===== src/rtl/data_mem_ctrl.sv =====
// data_mem_ctrl: parametrised synchronous data memory with a valid/ready
// request port and a fixed-latency (RD_LAT = 1 or 2) response port.
// After every reset a self-initialisation sweep loads mem[i] = i, then one
// read or write is served per cycle.
// Optional build macro: DMEM_PARITY_EN adds a per-word even-parity bit,
// the err_inject input and the rsp_perr output.
module data_mem_ctrl #(
    parameter int unsigned DATA_W = 16,
    parameter int unsigned ADDR_W = 6,
    parameter int unsigned DEPTH  = 32,
    parameter int unsigned RD_LAT = 1
) (
    input  logic              clk,
    input  logic              rst_n,
    input  logic              req_valid,
    output logic              req_ready,
    input  logic              req_we,
    input  logic [ADDR_W-1:0] req_addr,
    input  logic [DATA_W-1:0] req_wdata,
    output logic              rsp_valid,
    output logic [DATA_W-1:0] rsp_rdata,
    output logic              rsp_err,
`ifdef DMEM_PARITY_EN
    input  logic              err_inject,
    output logic              rsp_perr,
`endif
    output logic              init_busy
);

    localparam int unsigned IDX_W = (DEPTH > 1) ? $clog2(DEPTH) : 1;
    localparam int unsigned CNT_W = ADDR_W + 1;
    localparam logic [CNT_W-1:0] CNT_LAST = CNT_W'(DEPTH - 1);
    localparam logic [CNT_W-1:0] DEPTH_C  = CNT_W'(DEPTH);
`ifdef DMEM_PARITY_EN
    localparam int unsigned PAR_W = 1;
`else
    localparam int unsigned PAR_W = 0;
`endif
    localparam int unsigned MEM_W = DATA_W + PAR_W;

    // Reject illegal configurations at elaboration
    generate
        if (!(RD_LAT == 1 || RD_LAT == 2)) begin : g_bad_rd_lat
            $fatal(1, "data_mem_ctrl: RD_LAT must be 1 or 2");
        end
        if (DEPTH < 1 || DEPTH > (2 ** ADDR_W)) begin : g_bad_depth
            $fatal(1, "data_mem_ctrl: DEPTH must be in 1..2**ADDR_W");
        end
    endgenerate

    typedef enum logic [0:0] {
        S_INIT = 1'b0,
        S_RUN  = 1'b1
    } state_t;

    state_t             r_state;
    logic [CNT_W-1:0]   r_cnt;
    logic               r_req_ready;
    logic               r_init_busy;

    logic [MEM_W-1:0]   r_mem [DEPTH];

    logic               w_accept;
    logic               w_in_range;
    logic               w_wr_en;
    logic [IDX_W-1:0]   w_addr_idx;
    logic [IDX_W-1:0]   w_cnt_idx;
    logic [DATA_W-1:0]  w_init_data;
    logic [MEM_W-1:0]   w_init_word;
    logic [MEM_W-1:0]   w_wr_word;
    logic [MEM_W-1:0]   w_rd_word;
    logic [DATA_W-1:0]  w_rd_data;
    logic [DATA_W-1:0]  w_rsp_data;

    logic               r_s1_valid;
    logic [DATA_W-1:0]  r_s1_data;
    logic               r_s1_err;

    assign req_ready   = r_req_ready;
    assign init_busy   = r_init_busy;

    assign w_accept    = req_valid && r_req_ready;
    assign w_in_range  = CNT_W'(req_addr) < DEPTH_C;
    assign w_wr_en     = w_accept && req_we && w_in_range;
    assign w_addr_idx  = req_addr[IDX_W-1:0];
    assign w_cnt_idx   = r_cnt[IDX_W-1:0];
    assign w_init_data = DATA_W'(r_cnt);
    assign w_rd_word   = r_mem[w_addr_idx];
    assign w_rd_data   = w_rd_word[DATA_W-1:0];

`ifdef DMEM_PARITY_EN
    logic w_rsp_perr;
    logic r_s1_perr;
    assign w_init_word = {^w_init_data, w_init_data};
    assign w_wr_word   = {(^req_wdata) ^ err_inject, req_wdata};
    // Only in-range reads can flag a parity error; writes echo clean data
    assign w_rsp_perr  = w_in_range && !req_we &&
                         ((^w_rd_data) != w_rd_word[MEM_W-1]);
`else
    assign w_init_word = w_init_data;
    assign w_wr_word   = req_wdata;
`endif

    // Response payload: zero on out-of-range, write echo, or stored word
    assign w_rsp_data = !w_in_range ? '0 : (req_we ? req_wdata : w_rd_data);

    // Control FSM: INIT sweeps the counter once, RUN is held until reset
    always_ff @(posedge clk or negedge rst_n) begin
        if (!rst_n) begin
            r_state     <= S_INIT;
            r_cnt       <= '0;
            r_req_ready <= 1'b0;
            r_init_busy <= 1'b1;
        end else if (r_state == S_INIT) begin
            r_cnt <= r_cnt + CNT_W'(1);
            if (r_cnt == CNT_LAST) begin
                r_state     <= S_RUN;
                r_req_ready <= 1'b1;
                r_init_busy <= 1'b0;
            end
        end
    end

    // Storage: sweep writes during INIT, accepted in-range writes in RUN
    always_ff @(posedge clk) begin
        if (r_state == S_INIT) begin
            r_mem[w_cnt_idx] <= w_init_word;
        end else if (w_wr_en) begin
            r_mem[w_addr_idx] <= w_wr_word;
        end
    end

    // First response stage; payload only moves on accept so it holds when idle
    always_ff @(posedge clk or negedge rst_n) begin
        if (!rst_n) begin
            r_s1_valid <= 1'b0;
            r_s1_data  <= '0;
            r_s1_err   <= 1'b0;
`ifdef DMEM_PARITY_EN
            r_s1_perr  <= 1'b0;
`endif
        end else begin
            r_s1_valid <= w_accept;
            if (w_accept) begin
                r_s1_data <= w_rsp_data;
                r_s1_err  <= !w_in_range;
`ifdef DMEM_PARITY_EN
                r_s1_perr <= w_rsp_perr;
`endif
            end
        end
    end

    generate
        if (RD_LAT == 2) begin : g_lat2
            logic              r_s2_valid;
            logic [DATA_W-1:0] r_s2_data;
            logic              r_s2_err;
`ifdef DMEM_PARITY_EN
            logic              r_s2_perr;
`endif

            // Second response stage for two-cycle latency
            always_ff @(posedge clk or negedge rst_n) begin
                if (!rst_n) begin
                    r_s2_valid <= 1'b0;
                    r_s2_data  <= '0;
                    r_s2_err   <= 1'b0;
`ifdef DMEM_PARITY_EN
                    r_s2_perr  <= 1'b0;
`endif
                end else begin
                    r_s2_valid <= r_s1_valid;
                    if (r_s1_valid) begin
                        r_s2_data <= r_s1_data;
                        r_s2_err  <= r_s1_err;
`ifdef DMEM_PARITY_EN
                        r_s2_perr <= r_s1_perr;
`endif
                    end
                end
            end

            assign rsp_valid = r_s2_valid;
            assign rsp_rdata = r_s2_data;
            assign rsp_err   = r_s2_err;
`ifdef DMEM_PARITY_EN
            assign rsp_perr  = r_s2_perr;
`endif
        end else begin : g_lat1
            assign rsp_valid = r_s1_valid;
            assign rsp_rdata = r_s1_data;
            assign rsp_err   = r_s1_err;
`ifdef DMEM_PARITY_EN
            assign rsp_perr  = r_s1_perr;
`endif
        end
    endgenerate

endmodule


===== config.mk =====
export PLATFORM = sky130hd
export DESIGN_NAME = data_mem_ctrl
export DESIGN_NICKNAME = d
export VERILOG_FILES = /design/src/rtl/data_mem_ctrl.sv
export SDC_FILE = /design/constraint.sdc
export NUM_CORES = 1
export LEC_CHECK = 0
export BUFFER_PORTS_ARGS = -buffer_cell sky130_fd_sc_hd__buf_2
export CAP_MARGIN = 5
export CORE_ASPECT_RATIO = 1.1
export CORE_MARGIN = 2
export CORE_UTILIZATION = 60
export CTS_CLUSTER_SIZE = 20
export DETAILED_ROUTE_END_ITERATION = 16
export MAX_ROUTING_LAYER = met4
export PLACE_DENSITY = 0.77
export RECOVER_POWER = 50
export SLEW_MARGIN = 10
export SYNTH_ARGS = -nofsm -noshare
export SYNTH_HDL_FRONTEND = slang
export SYNTH_SLANG_ARGS = --single-unit

===== constraint.sdc =====
create_clock -name clk -period 3.55 [get_ports clk]
set_input_delay 0.71 -clock clk [delete_from_list [all_inputs] [get_ports clk]]
set_output_delay 0.71 -clock clk [all_outputs]
set_load 0.03 [all_outputs]

==> out/qor.csv <==
metric;value;unit
hold_violations;0;
placement.io_buffers;45;
core;35310;µm²
worstPathMaxFanout;32;
yosysTopAreaCell;edfxtp_1;
ys.flop_type;edfxtp_1;
placementRows;72;
vias;11750;
drtAntennaViolNets;0;
drive_gt1_frac;0.1936;
rsz0062_at_grt;false;
synth_top_area_frac;0.7109;
wl_per_cell;28.34;µm
dr.first_iter.drc_count;1443;
yosys-top-cells-area;edfxtp_1 (71%), mux2i_1 (5.9%), mux4_2 (4.8%);
pin_count;46;
gr-usage-all-layers;0.2855;
finalNetCount;1296;
drv_cap;5;
fmax;332.9;MHz
grt_pass1_wl;73980;µm
numCtsBuffers;51;
clockBufferDepth;3;
p_switching;2.708;mW
violations;capacitance limit, slew limit;
rrSetupSlack;550;ps
synth_seq_cells;540;
worstMarginPinSlew;2077;ps
die-area;37580;µm²
dieWidth;185.0;µm
powerDensity;527.8;nW/µm²
yosysWarningCount;0;
ctsResizeCount;0;
run_status;finished with violations;
synth.cell_area;21630;µm²
htree_levels;2;
grt_antenna_before_repair;0;
synth_fp_nets;1186;
setup_tns;0;ps
end_kind;register;
p_int;10.07;mW
crit_arrival;3130;ps
wl;50830;µm
final.setup_skew;26.87;ps
slew_headroom;-0.3848;
tritoncts;built;
cts.sinks;540;
maxSlewViolCount;161;
firstDrtPassIters;5;
fp.dieH;203.1;µm
fin_crit_sh;0.8461;
power.total;12.77;mW
synth_edf_count;512;
switching_share;0.2120;
comb_power_share;0.049;
ys_types;43;
setup_violations;0;
critical_path_class;reg -> reg;
critPathRequiredTime;3680;ps
gr-total-overflow;0;
clk_pin_slew;60;ps
dp_hpwl;30350;µm
synthArstFlopShare;0.05185;
drcViolationCount;0;
cts_root_buffer;clkbuf_16;
syn_avg_cell_area;18.66;µm²
grt_pass1_vias;11350;
syn_to_final_growth;11.91;%
pwr-share-seq;0.546;
vias_per_cell;6.552;
synth-seq-area-share;0.7434;
syn_inst;1159;
initial_core_util;0.6124;
post-cts-setup-buffers;0;
hold_class;in -> reg;
grt_start_max_net_pins;70;
clk_latency;580;ps
ctsHoldBuffers;0;
power_frac_clock;0.405;
p_leak;9.060;nW
period_needed;3004;ps
ir_worst_vdd;0.0004625;V
gp_congestion;0.8865;
worst_setup_path_start_kind;register;
[metal layers]
metal / global-route usage / wire length (µm) / vias to the layer above
li1: - / - / 4919
met1: 0.4012 / 19800 / 6016
met2: 0.4339 / 24370 / 693
met3: 0.04700 / 4902 / 126
met4: 0.09609 / 1760 / 0
met5: - / 0 / -
[sequential cells by signal (all words and copies together) (netlist names)]
signal     cells
r_mem        512
r_cnt          7
rsp_valid      1
rsp_rdata     16
req_ready      1
r_state        1
init_busy      1
rsp_err        1
[cells in the final DEF (no fill, tap or decap), types with 18 or more instances in the layout]
master,count
buf_2,23
and3_1,25
nand2_1,59
nor2b_1,19
edfxtp_1,512
mux4_1,18
nor2_1,39
nand3_1,18
a21oi_1,33
a22oi_1,63
mux2i_1,128
buf_4,62
clkbuf_1,52
clkbuf_16,52
dfrtp_1,27
mux2_2,18
mux4_2,46
[stage by stage]
| step | setup WS [ps] | std cells | hold slack, ps | utilization | instance area (µm²) |
|---|---|---|---|---|---|
| global placement | 513.6 | 1697 | 480.6 | 0.6428 | 22700 |
| detailed placement | 487.6 | 1697 | 488.0 | 0.6428 | 22700 |
| floorplan | 378.7 | 1159 | 414.4 | - | 21630 |
| CTS | 969.0 | 1793 | 247.1 | 0.6878 | 24290 |
| global route | 500.6 | 1793 | 377.5 | 0.6853 | 24200 |
| finish | 546.3 | 1794 | 380.8 | 0.6853 | 24200 |
[logic make-up (layout without fill, tap and decap cells)]
group | Yosys count | count (layout) | synth area share
flip-flops | 540 | 540 | 0.7434
multiplexers | 210 | 210 | 0.1384
AND/OR/NAND/NOR | 184 | 184 | 0.04062
AO/OA/AOI/OAI | 142 | 142 | 0.05144
buffers and inverters | 76 | 229 | 0.02314
XOR/XNOR | 6 | 6 | 0.002430
adder cells (fa/ha/maj) | 1 | 1 | 0.0005785
other | 0 | 1 | 0
[worst max-delay path, cell delays in order (launching register included)]
cell,delay (ps)
dfrtp_1,480
and4b_1,310
buf_4,330
and3_1,200
clkbuf_1,1210
[path summary, 6_finish.rpt]
kind	to	start	cells after the start
min in group asynchronous	r_cnt[6]$_DFFE_PN0N_	rst_n	1
max in group asynchronous	rsp_valid$_DFF_PN0_	rst_n	1
setup reg to reg	r_mem[9][15]$_DFFE_PP_	req_ready$_DFFE_PN0P_	4
setup / recovery	r_mem[9][15]$_DFFE_PP_	req_ready$_DFFE_PN0P_	4
hold reg to reg	init_busy$_DFFE_PN1P_	init_busy$_DFFE_PN1P_	1
hold / removal	rsp_rdata[15]$_DFFE_PN0N_	req_wdata[15]	3
[power groups by stage]
stage	Clock (mW)	Combinational [mW]	Sequential (mW)
after floorplan	0	0.373	7.13
after CTS	5.21	0.632	6.97
after detailed placement	0	0.626	7.10
after global routing	5.47	0.654	6.97
after global placement	0	0.612	7.10
final	5.18	0.623	6.97
[cell type report]
class                           instances  area (µm²)
Multi-Input combinational cell        543        5060
Antenna cell                            1       2.502
Timing Repair Buffer                  130       858.3
Clock inverter                         27       196.4
Inverter                                3       11.26
Clock buffer                           69        1395
Fill cell                            2265       11110
Tap cell                              481       601.8
Sequential cell                       540       16080
[synth_stat cells, types with 18 or more instances]
library cell and number:
a21oi_1 33, a22oi_1 63, and3_1 25, clkbuf_1 31, dfrtp_1 27, edfxtp_1 512, mux2_2 18, mux2i_1 128
mux4_1 18, mux4_2 46, nand2_1 59, nand3_1 18, nor2_1 40, nor2b_1 21
(Power assumes the default switching activity.)
